--- src/rtl/ram_rmw_bridge.sv ---
// Sub-word load/store bridge onto a word-only RAM; partial stores use read-modify-write.
// Optional misalignment checking is enabled by defining RAM_MISALIGN_CHECK_EN.
module ram_rmw_bridge #(
  parameter int ADDR_W = 32,
  parameter int DATA_W = 32
) (
  input  logic              clk,
  input  logic              rst,
  input  logic              req_i,
  input  logic              we_i,
  input  logic [ADDR_W-1:0] addr_i,
  input  logic [1:0]        size_i,
  input  logic [DATA_W-1:0] wdata_i,
  output logic              busy_o,
  output logic              ack_o,
  output logic [DATA_W-1:0] rdata_o,
  output logic              err_o,
  output logic              ram_we_o,
  output logic [ADDR_W-1:0] ram_addr_o,
  output logic [DATA_W-1:0] ram_wdata_o,
  input  logic [DATA_W-1:0] ram_rdata_i
);

  typedef enum logic [1:0] {IDLE, RD, WR, RESP} state_t;

  state_t            state_q;
  logic              we_q;
  logic [ADDR_W-1:0] addr_q;
  logic [1:0]        size_q;
  logic [DATA_W-1:0] wdata_q;
  logic              busy_q;
  logic              ack_q;
  logic              ram_we_q;
  logic [ADDR_W-1:0] ram_addr_q;
  logic [DATA_W-1:0] ram_wdata_q;
  logic [DATA_W-1:0] rdata_q;
  logic              mis_d;

  // Insert the store lanes into the word read from RAM; size 11 behaves as word.
  function automatic logic [DATA_W-1:0] merge_word(input logic [DATA_W-1:0] old_w,
                                                   input logic [DATA_W-1:0] new_w,
                                                   input logic [1:0]        lane,
                                                   input logic [1:0]        size);
    logic [DATA_W-1:0] w;
    w = old_w;
    case (size)
      2'b00:   w[{lane, 3'b000} +: 8] = new_w[7:0];
      2'b01:   w[{lane[1], 4'b0000} +: 16] = new_w[15:0];
      default: w = new_w;
    endcase
    return w;
  endfunction

  function automatic logic [DATA_W-1:0] extract_word(input logic [DATA_W-1:0] w,
                                                     input logic [1:0]        lane,
                                                     input logic [1:0]        size);
    logic [DATA_W-1:0] r;
    r = '0;
    case (size)
      2'b00:   r[7:0] = w[{lane, 3'b000} +: 8];
      2'b01:   r[15:0] = w[{lane[1], 4'b0000} +: 16];
      default: r = w;
    endcase
    return r;
  endfunction

`ifdef RAM_MISALIGN_CHECK_EN
  logic err_q;

  always_comb begin
    case (size_i)
      2'b00:   mis_d = 1'b0;
      2'b01:   mis_d = addr_i[0];
      default: mis_d = |addr_i[1:0];
    endcase
  end

  // Raised together with the direct IDLE->RESP jump, so it lines up with ack_o.
  always_ff @(posedge clk) begin
    if (rst) err_q <= 1'b0;
    else     err_q <= (state_q == IDLE) && req_i && mis_d;
  end

  assign err_o = err_q;
`else
  assign mis_d = 1'b0;
  assign err_o = 1'b0;
`endif

  always_ff @(posedge clk) begin
    if (rst) begin
      state_q     <= IDLE;
      we_q        <= 1'b0;
      addr_q      <= '0;
      size_q      <= 2'b00;
      wdata_q     <= '0;
      busy_q      <= 1'b0;
      ack_q       <= 1'b0;
      ram_we_q    <= 1'b0;
      ram_addr_q  <= '0;
      ram_wdata_q <= '0;
      rdata_q     <= '0;
    end else begin
      ack_q       <= 1'b0;
      ram_we_q    <= 1'b0;
      ram_addr_q  <= '0;
      ram_wdata_q <= '0;
      rdata_q     <= '0;
      case (state_q)
        IDLE: begin
          if (req_i) begin
            we_q    <= we_i;
            addr_q  <= addr_i;
            size_q  <= size_i;
            wdata_q <= wdata_i;
            busy_q  <= 1'b1;
            if (mis_d) begin
              state_q <= RESP;
              ack_q   <= 1'b1;
            end else if (we_i && size_i[1]) begin
              state_q     <= WR;
              ram_we_q    <= 1'b1;
              ram_addr_q  <= {addr_i[ADDR_W-1:2], 2'b00};
              ram_wdata_q <= wdata_i;
            end else begin
              state_q    <= RD;
              ram_addr_q <= {addr_i[ADDR_W-1:2], 2'b00};
            end
          end
        end
        RD: begin
          if (we_q) begin
            state_q     <= WR;
            ram_we_q    <= 1'b1;
            ram_addr_q  <= {addr_q[ADDR_W-1:2], 2'b00};
            ram_wdata_q <= merge_word(ram_rdata_i, wdata_q, addr_q[1:0], size_q);
          end else begin
            state_q <= RESP;
            ack_q   <= 1'b1;
            rdata_q <= extract_word(ram_rdata_i, addr_q[1:0], size_q);
          end
        end
        WR: begin
          state_q <= RESP;
          ack_q   <= 1'b1;
        end
        RESP: begin
          state_q <= IDLE;
          busy_q  <= 1'b0;
        end
        default: state_q <= IDLE;
      endcase
    end
  end

  assign busy_o      = busy_q;
  assign ack_o       = ack_q;
  assign rdata_o     = rdata_q;
  // A reset arriving during WR must suppress the write on the edge that ends it.
  assign ram_we_o    = ram_we_q & ~rst;
  assign ram_addr_o  = ram_addr_q;
  assign ram_wdata_o = ram_wdata_q;

endmodule

--- config.mk ---
export PLATFORM = sky130hd
export DESIGN_NAME = ram_rmw_bridge
export DESIGN_NICKNAME = d
export VERILOG_FILES = /design/src/rtl/ram_rmw_bridge.sv
export SDC_FILE = /design/constraint.sdc
export NUM_CORES = 1
export LEC_CHECK = 0
export CAP_MARGIN = 20
export CORE_MARGIN = 2
export CORE_UTILIZATION = 42
export CTS_BUF_LIST = sky130_fd_sc_hd__clkbuf_4 sky130_fd_sc_hd__clkbuf_8
export DETAILED_ROUTE_END_ITERATION = 8
export PLACE_DENSITY = 0.74
export SLEW_MARGIN = 20
export SYNTH_ARGS = -nofsm -noshare
export SYNTH_HDL_FRONTEND = slang
export SYNTH_SLANG_ARGS = --single-unit
--- constraint.sdc ---
create_clock -name clk -period 3.3 [get_ports clk]
set_clock_uncertainty 0.05 [all_clocks]
set_input_delay 0.66 -clock clk [delete_from_list [all_inputs] [get_ports clk]]
set_output_delay 0.66 -clock clk [all_outputs]
set_load 0.03 [all_outputs]
==> results of run 1 <==
[cell type report]
type                       instances  area [µm²]
fill                            1479        6570
sequential                       166        3320
multi-input combinational        550        3120
timing repair buffer             210        2070
tap                              216         270
clock buffer                      18         241
clock inverter                    13         138
inverter                          10        37.5
[state kept, by name, indices dropped and copies added (netlist names)]
| name | cells |
|---|---|
| size_q | 2 |
| state_q | 2 |
| addr_q | 32 |
| busy_o | 1 |
| rdata_o | 32 |
| we_q | 1 |
| wdata_q | 32 |
| ram_addr_o | 30 |
| ram_we_q | 1 |
| ack_o | 1 |
| ram_wdata_o | 32 |
[report_power, final]
group	internal (mW)	total, mW	switching, mW
clock	0.632	1.43	0.800
sequential	2.28	2.48	0.197
combinational	0.734	1.86	1.13
[metrics by stage]
stage / area (µm²) / hold slack [ns] / std cells / worst slack (ns)
global route: 9200 / 0.425 / 1183 / 0.677
CTS: 9200 / 0.408 / 1183 / 0.843
global placement: 8820 / 0.392 / 1152 / 0.784
finish: 9200 / 0.408 / 1183 / 0.845
floorplan: 6750 / 0.387 / 786 / 0.940
detailed placement: 8820 / 0.397 / 1152 / 0.736
[routing by layer]
layer | track usage [%] | vias up | share of wire (%)
met1 | 31.3 | 2867 | 43
met4 | 8.64 | 0 | 2.6
met5 | 0 | - | 0
met2 | 36.4 | 261 | 46
li1 | - | 3036 | -
met3 | 6.76 | 36 | 9.0
[logic make-up (layout without fill, tap and decap cells)]
kind of cell,Yosys count,in the layout
simple gates,302,302
compound gates,205,205
flops,166,166
buf+inv,70,251
mux,31,31
fa+ha+maj,9,9
other cells,1,3
[critical path, delay by kind of cell]
family | cells | cell delay, ns
simple gates | 1 | 0.15
buf+inv | 2 | 0.92
[path summary, 6_finish.rpt]
| kind | start | cells past startpoint | to | slack [ns] |
|---|---|---|---|---|
| min reg2reg | wdata_q[29] | 2 | wdata_q[29] | 0.41 |
| min | wdata_q[29] | 2 | wdata_q[29] | 0.41 |
| max | rst | 3 | ram_we_o | 0.85 |
| max reg2reg | addr_q[0] | 6 | ram_wdata_o[5] | 0.88 |
[layout by cell type, fill, tap and decap left out, types with 4 or more instances in the layout]
cell,Yosys,final
inv_1,9,9
a22o_1,7,7
o22ai_1,7,7
a211o_1,8,8
o21ai_0,9,9
nor2b_1,4,4
clkbuf_8,0,17
o221ai_1,8,8
a221oi_1,8,8
o31ai_1,5,5
mux2_2,16,16
a22oi_1,14,14
buf_4,4,12
nand2_1,195,194
a21oi_1,102,102
nor2_1,42,42
o32ai_1,4,4
dfxtp_1,166,166
inv_6,0,7
nor3_1,11,11
mux2i_1,15,15
a221o_1,7,7
a21boi_0,8,8
and2_1,25,24
ha_1,9,9
nand2b_1,7,7
clkdlybuf4s50_1,0,197
a211oi_1,11,11
==> results_dict.tcl, run 1 <==
set metrics [dict create \
    crit_chain "buf_2 -> nor2b_1 -> clkdlybuf4s50_1" \
    areaGrowthSynthToFinish_pct 36.4 \
    boundaryPins 202 \
    max-slew-margin-rel_pct 41.9 \
    core_area_um2 15800 \
    vias 6200 \
    die_w_um 131 \
    synth.area.top_cells "dfxtp_1, nand2_1, a21oi_1" \
    worst_pin_slew_ns 0.872 \
    max_freq_mhz 407 \
    setup_violations 0 \
    ant_nets 0 \
    hpwl_mm 14.1 \
    numPortBuffers 198 \
    synth_top_family_by_area "simple AND/OR/NAND/NOR gates" \
    dieArea_um2 17100 \
    path_class "input pin to output pin" \
    synthAdderAreaFrac_pct 1.67 \
    power_mw 5.77 \
    slowest_delay_ns 0.70 \
    wl_per_cell_um 17.0 \
    min_period_ns 2.45 \
    holdCritPathClass "flop to flop" \
    grt_pass1_wl_mm 30.7 \
    fin_nets 1066 \
    required_ns 2.59 \
    synth_top_area_cell "dfxtp_1" \
    ir_drop_v 0.000360 \
    p_leak_nw 3.47 \
    antenna_found_initial 0 \
    start_kind "input pin" \
    synthCells 784 \
    hold_buffers 0 \
    crit_slowest_cell "clkdlybuf4s50_1" \
    cp.arrival_ns 1.74 \
    cp_max_fo 18 \
    tns_ns 0 \
    synth.most_common_cell "nand2_1" \
    yosysTopAreaCellShare_pct 49.3 \
    synth_xor_area_share_pct 0 \
    path_clk_slew_ns 0.08 \
    rows 46 \
    n_antenna_cell 0 \
    initial_core_util_pct 42.7 \
    synth.avg_cell_area_um2 8.60 \
    drc_errors 0 \
    grt-ovfl-total 0 \
    clock_latency_ns 0.45 \
    grt_max_degree 69 \
    wl_mm 20.1 \
    root_buffer "clkbuf_8" \
    yosysUniqueCellTypes 52 \
    cts.repair.resized 0 \
    grt.total_usage_pct 23.5 \
    synthTopCellsByCount "nand2_1, dfxtp_1, a21oi_1" \
    period_share_pct 74.4 \
    slew_viol_final 0 \
    htreeDepth 4 \
    yosysWarningCount 0 \
    synth-edff-count 0 \
    finalHoldViolations 0 \
    postCtsSetupBuffers 0 \
    rsz0062_at_grt "no" \
    finish.utilization_pct 58.3 \
    status "finished clean" \
    p_per_area_nw_per_um2 628 \
    gp_congestion 0.887 \
    drive_above_1_share_pct 7.65 \
    via_per_inst 5.24 \
    cap_violations 0 \
    synth_area_um2 6740 \
    cts_max_path_buffers 2 \
    worst_setup_path_end_kind "output pin" \
    cts_inserted_buffers 17 \
    yosys.area_share.simple_pct 19.9 \
    synth-seq-cells 166 \
    synth_async_sr_flop_share_pct 0 \
    ys.flop_type "dfxtp_1" \
    die_y_um 131 \
    synth-compound-area-share_pct 19.6 \
    grt_pass1_vias 5723 \
    detail_route.iter0.violations 341 \
    cts_sinks 166 \
    drtPass1Iterations 7 \
    ys_seq_area_share_pct 49.3 \
    synth_mux_area_share_pct 4.90 \
    cts_tree "built" \
]
No activity file was read; power rests on OpenSTA's default activity.
==> inputs of run 2 (changes only) <==
Settings changed: PLACE_DENSITY 0.74 to 0.76.
Clock period 3.3 ns to 2 ns, I/O delays scaled along.
==> results_dict.tcl, run 2 (same netlist as run 1, synthesis figures left out) <==
set metrics [dict create \
    max_freq_mhz 511 \
    grt.total_usage_pct 25.4 \
    grt-ovfl-total 0 \
    holdCritPathClass "input pin to flop" \
    path_clk_slew_ns 0.10 \
    crit_slowest_cell "clkdlybuf4s50_1" \
    boundaryPins 202 \
    detail_route.iter0.violations 623 \
    stdcell_count 1234 \
    crit_family "buffers and inverters" \
    drc_errors 0 \
    cp.arrival_ns 1.51 \
    initial_core_util_pct 42.7 \
    cts_sinks 166 \
    worst_pin_slew_ns 0.660 \
    hpwl_mm 16.0 \
    crit_chain "clkdlybuf4s50_1" \
    n_antenna_cell 0 \
    p_leak_nw 3.82 \
    path_buf_inv 1 \
    period_share_pct 97.9 \
    wl_per_cell_um 17.5 \
    min_period_ns 1.96 \
    dieArea_um2 17100 \
    slowest_delay_ns 0.68 \
    preCtsSetupSlack_ns -0.0381 \
    gp_congestion 0.956 \
    dp.cells 1201 \
    antenna_found_initial 0 \
    core_area_um2 15800 \
    ff2ff_path_depth 5 \
    finalHoldViolations 0 \
    rsz0062_at_grt "no" \
    cp.depth 1 \
    r2r_slack_ns 0.05 \
    vias 6558 \
    drtPass1Iterations 5 \
    rows 46 \
    die_w_um 131 \
    clock_latency_ns 0.46 \
    max-slew-margin-rel_pct 55.7 \
    wl_mm 21.6 \
    worst_setup_path_end_kind "output pin" \
    htreeDepth 4 \
    cp_max_fo 1 \
    final_cell_mix "nand2_1, clkdlybuf4s50_1, dfxtp_1" \
    p_per_area_nw_per_um2 1050 \
    grt_pass1_wl_mm 33.0 \
    ir_drop_v 0.000619 \
    drive_above_1_share_pct 12.7 \
    layout_setup_ws_ns 0.0417 \
    finish.utilization_pct 61.6 \
    root_buffer "clkbuf_8" \
    cts_max_path_buffers 2 \
    start_kind "flop" \
    cts_inserted_buffers 17 \
    setup_violations 0 \
    hold_buffers 0 \
    fin_nets 1116 \
    cp-endpoint "rdata_o[7]" \
    path_class "flop to output pin" \
    crit_start "rdata_o[7]" \
    required_ns 1.55 \
    via_per_inst 5.31 \
    grt_pass1_vias 6144 \
    cap_violations 0 \
    slew_viol_final 0 \
    ant_nets 0 \
    die_y_um 131 \
    r2r-start "addr_q[1]" \
    numPortBuffers 198 \
    final_common_cell "nand2_1" \
    cts_tree "built" \
    status "finished clean" \
    areaGrowthSynthToFinish_pct 44.0 \
    hold_path.startpoint "rst" \
    grt_max_degree 51 \
    timing.rr.end "ram_wdata_o[16]" \
]
-- run 2: cell types whose count changed in the layout (fill, tap and decap cells not counted), moves of 2 or more --
cell	before	now
inv_6	7	3
buf_4	12	59
buf_12	0	4
a21boi_0	8	0
ha_1	9	7
a21boi_1	0	8
dlymetal6s2s_1	0	3
clkinvlp_4	1	3
bufinv_16	1	4
inv_8	3	1
clkdlybuf4s50_1	197	192
-- run 2: worst min-delay path by stage --
| stage | end | slack [ns] | cells after the start |
|---|---|---|---|
| 2_1_floorplan | addr_q[10] | 0.39 | 2 |
| 3_3_place_gp | addr_q[14] | 0.39 | 2 |
| 3_5_place_dp | ram_addr_o[18] | 0.40 | 2 |
| 4_1_cts | addr_q[8] | 0.31 | 3 |
| 5_1_grt | addr_q[8] | 0.33 | 3 |
| 6_report | addr_q[4] | 0.34 | 3 |
-- run 2: area by class of cell --
cell class / instances / area, µm²
fillers: 1375 / 6060
flip-flops and latches: 166 / 3320
multi-input cells: 550 / 3130
repair buffers: 260 / 2500
well taps: 216 / 270
clock buffers: 19 / 249
clock inverters: 13 / 194
inverters: 10 / 40.0
-- run 2: per-stage QoR --
stage | hold slack (ns) | setup TNS, ns | power [mW] | area [µm²]
final | 0.338 | 0 | 10.2 | 9710
after global placement | 0.392 | 0 | 7.52 | 9250
after floorplan | 0.387 | 0 | 6.18 | 6790
after global routing | 0.333 | 0 | 10.7 | 9710
after detailed placement | 0.396 | -0.152 | 7.57 | 9250
after CTS | 0.313 | 0 | 10.2 | 9690
-- run 2: power by group --
part | total, mW | internal [mW] | switching, mW
sequential | 4.06 | 3.77 | 0.294
clock | 2.70 | 1.41 | 1.30
combinational | 3.47 | 1.44 | 2.02
-- run 2: repair_timing --
action | 4_1_cts | 5_1_grt
pin swaps | 0 | 1
gates cloned | 0 | 0
buffers inserted | 0 | 1
gates resized for setup | 1 | 3
endpoints found under the setup margin | 1 | 11
-- run 2: metal layers --
metal	up-vias	track usage [%]	routed length [µm]	part of all wire, %
met3	52	8.02	2180	10
li1	3126	-	-	-
met5	-	0	0	0
met4	0	10.8	818	3.8
met2	347	40.4	9800	45
met1	3033	31.9	8830	41
-- run 2: tightest hold or removal path: cells and delay by family --
| kind | cells | cell delay [ns] |
|---|---|---|
| compound gates | 1 | 0.05 |
| buf+inv | 2 | 0.37 |
==> inputs of run 3 (changes only) <==
Settings changed: CTS_CLUSTER_SIZE from default to 12.
==> results of run 3 <==
No change in the layout: final DEF, timing and power equal those of run 2.
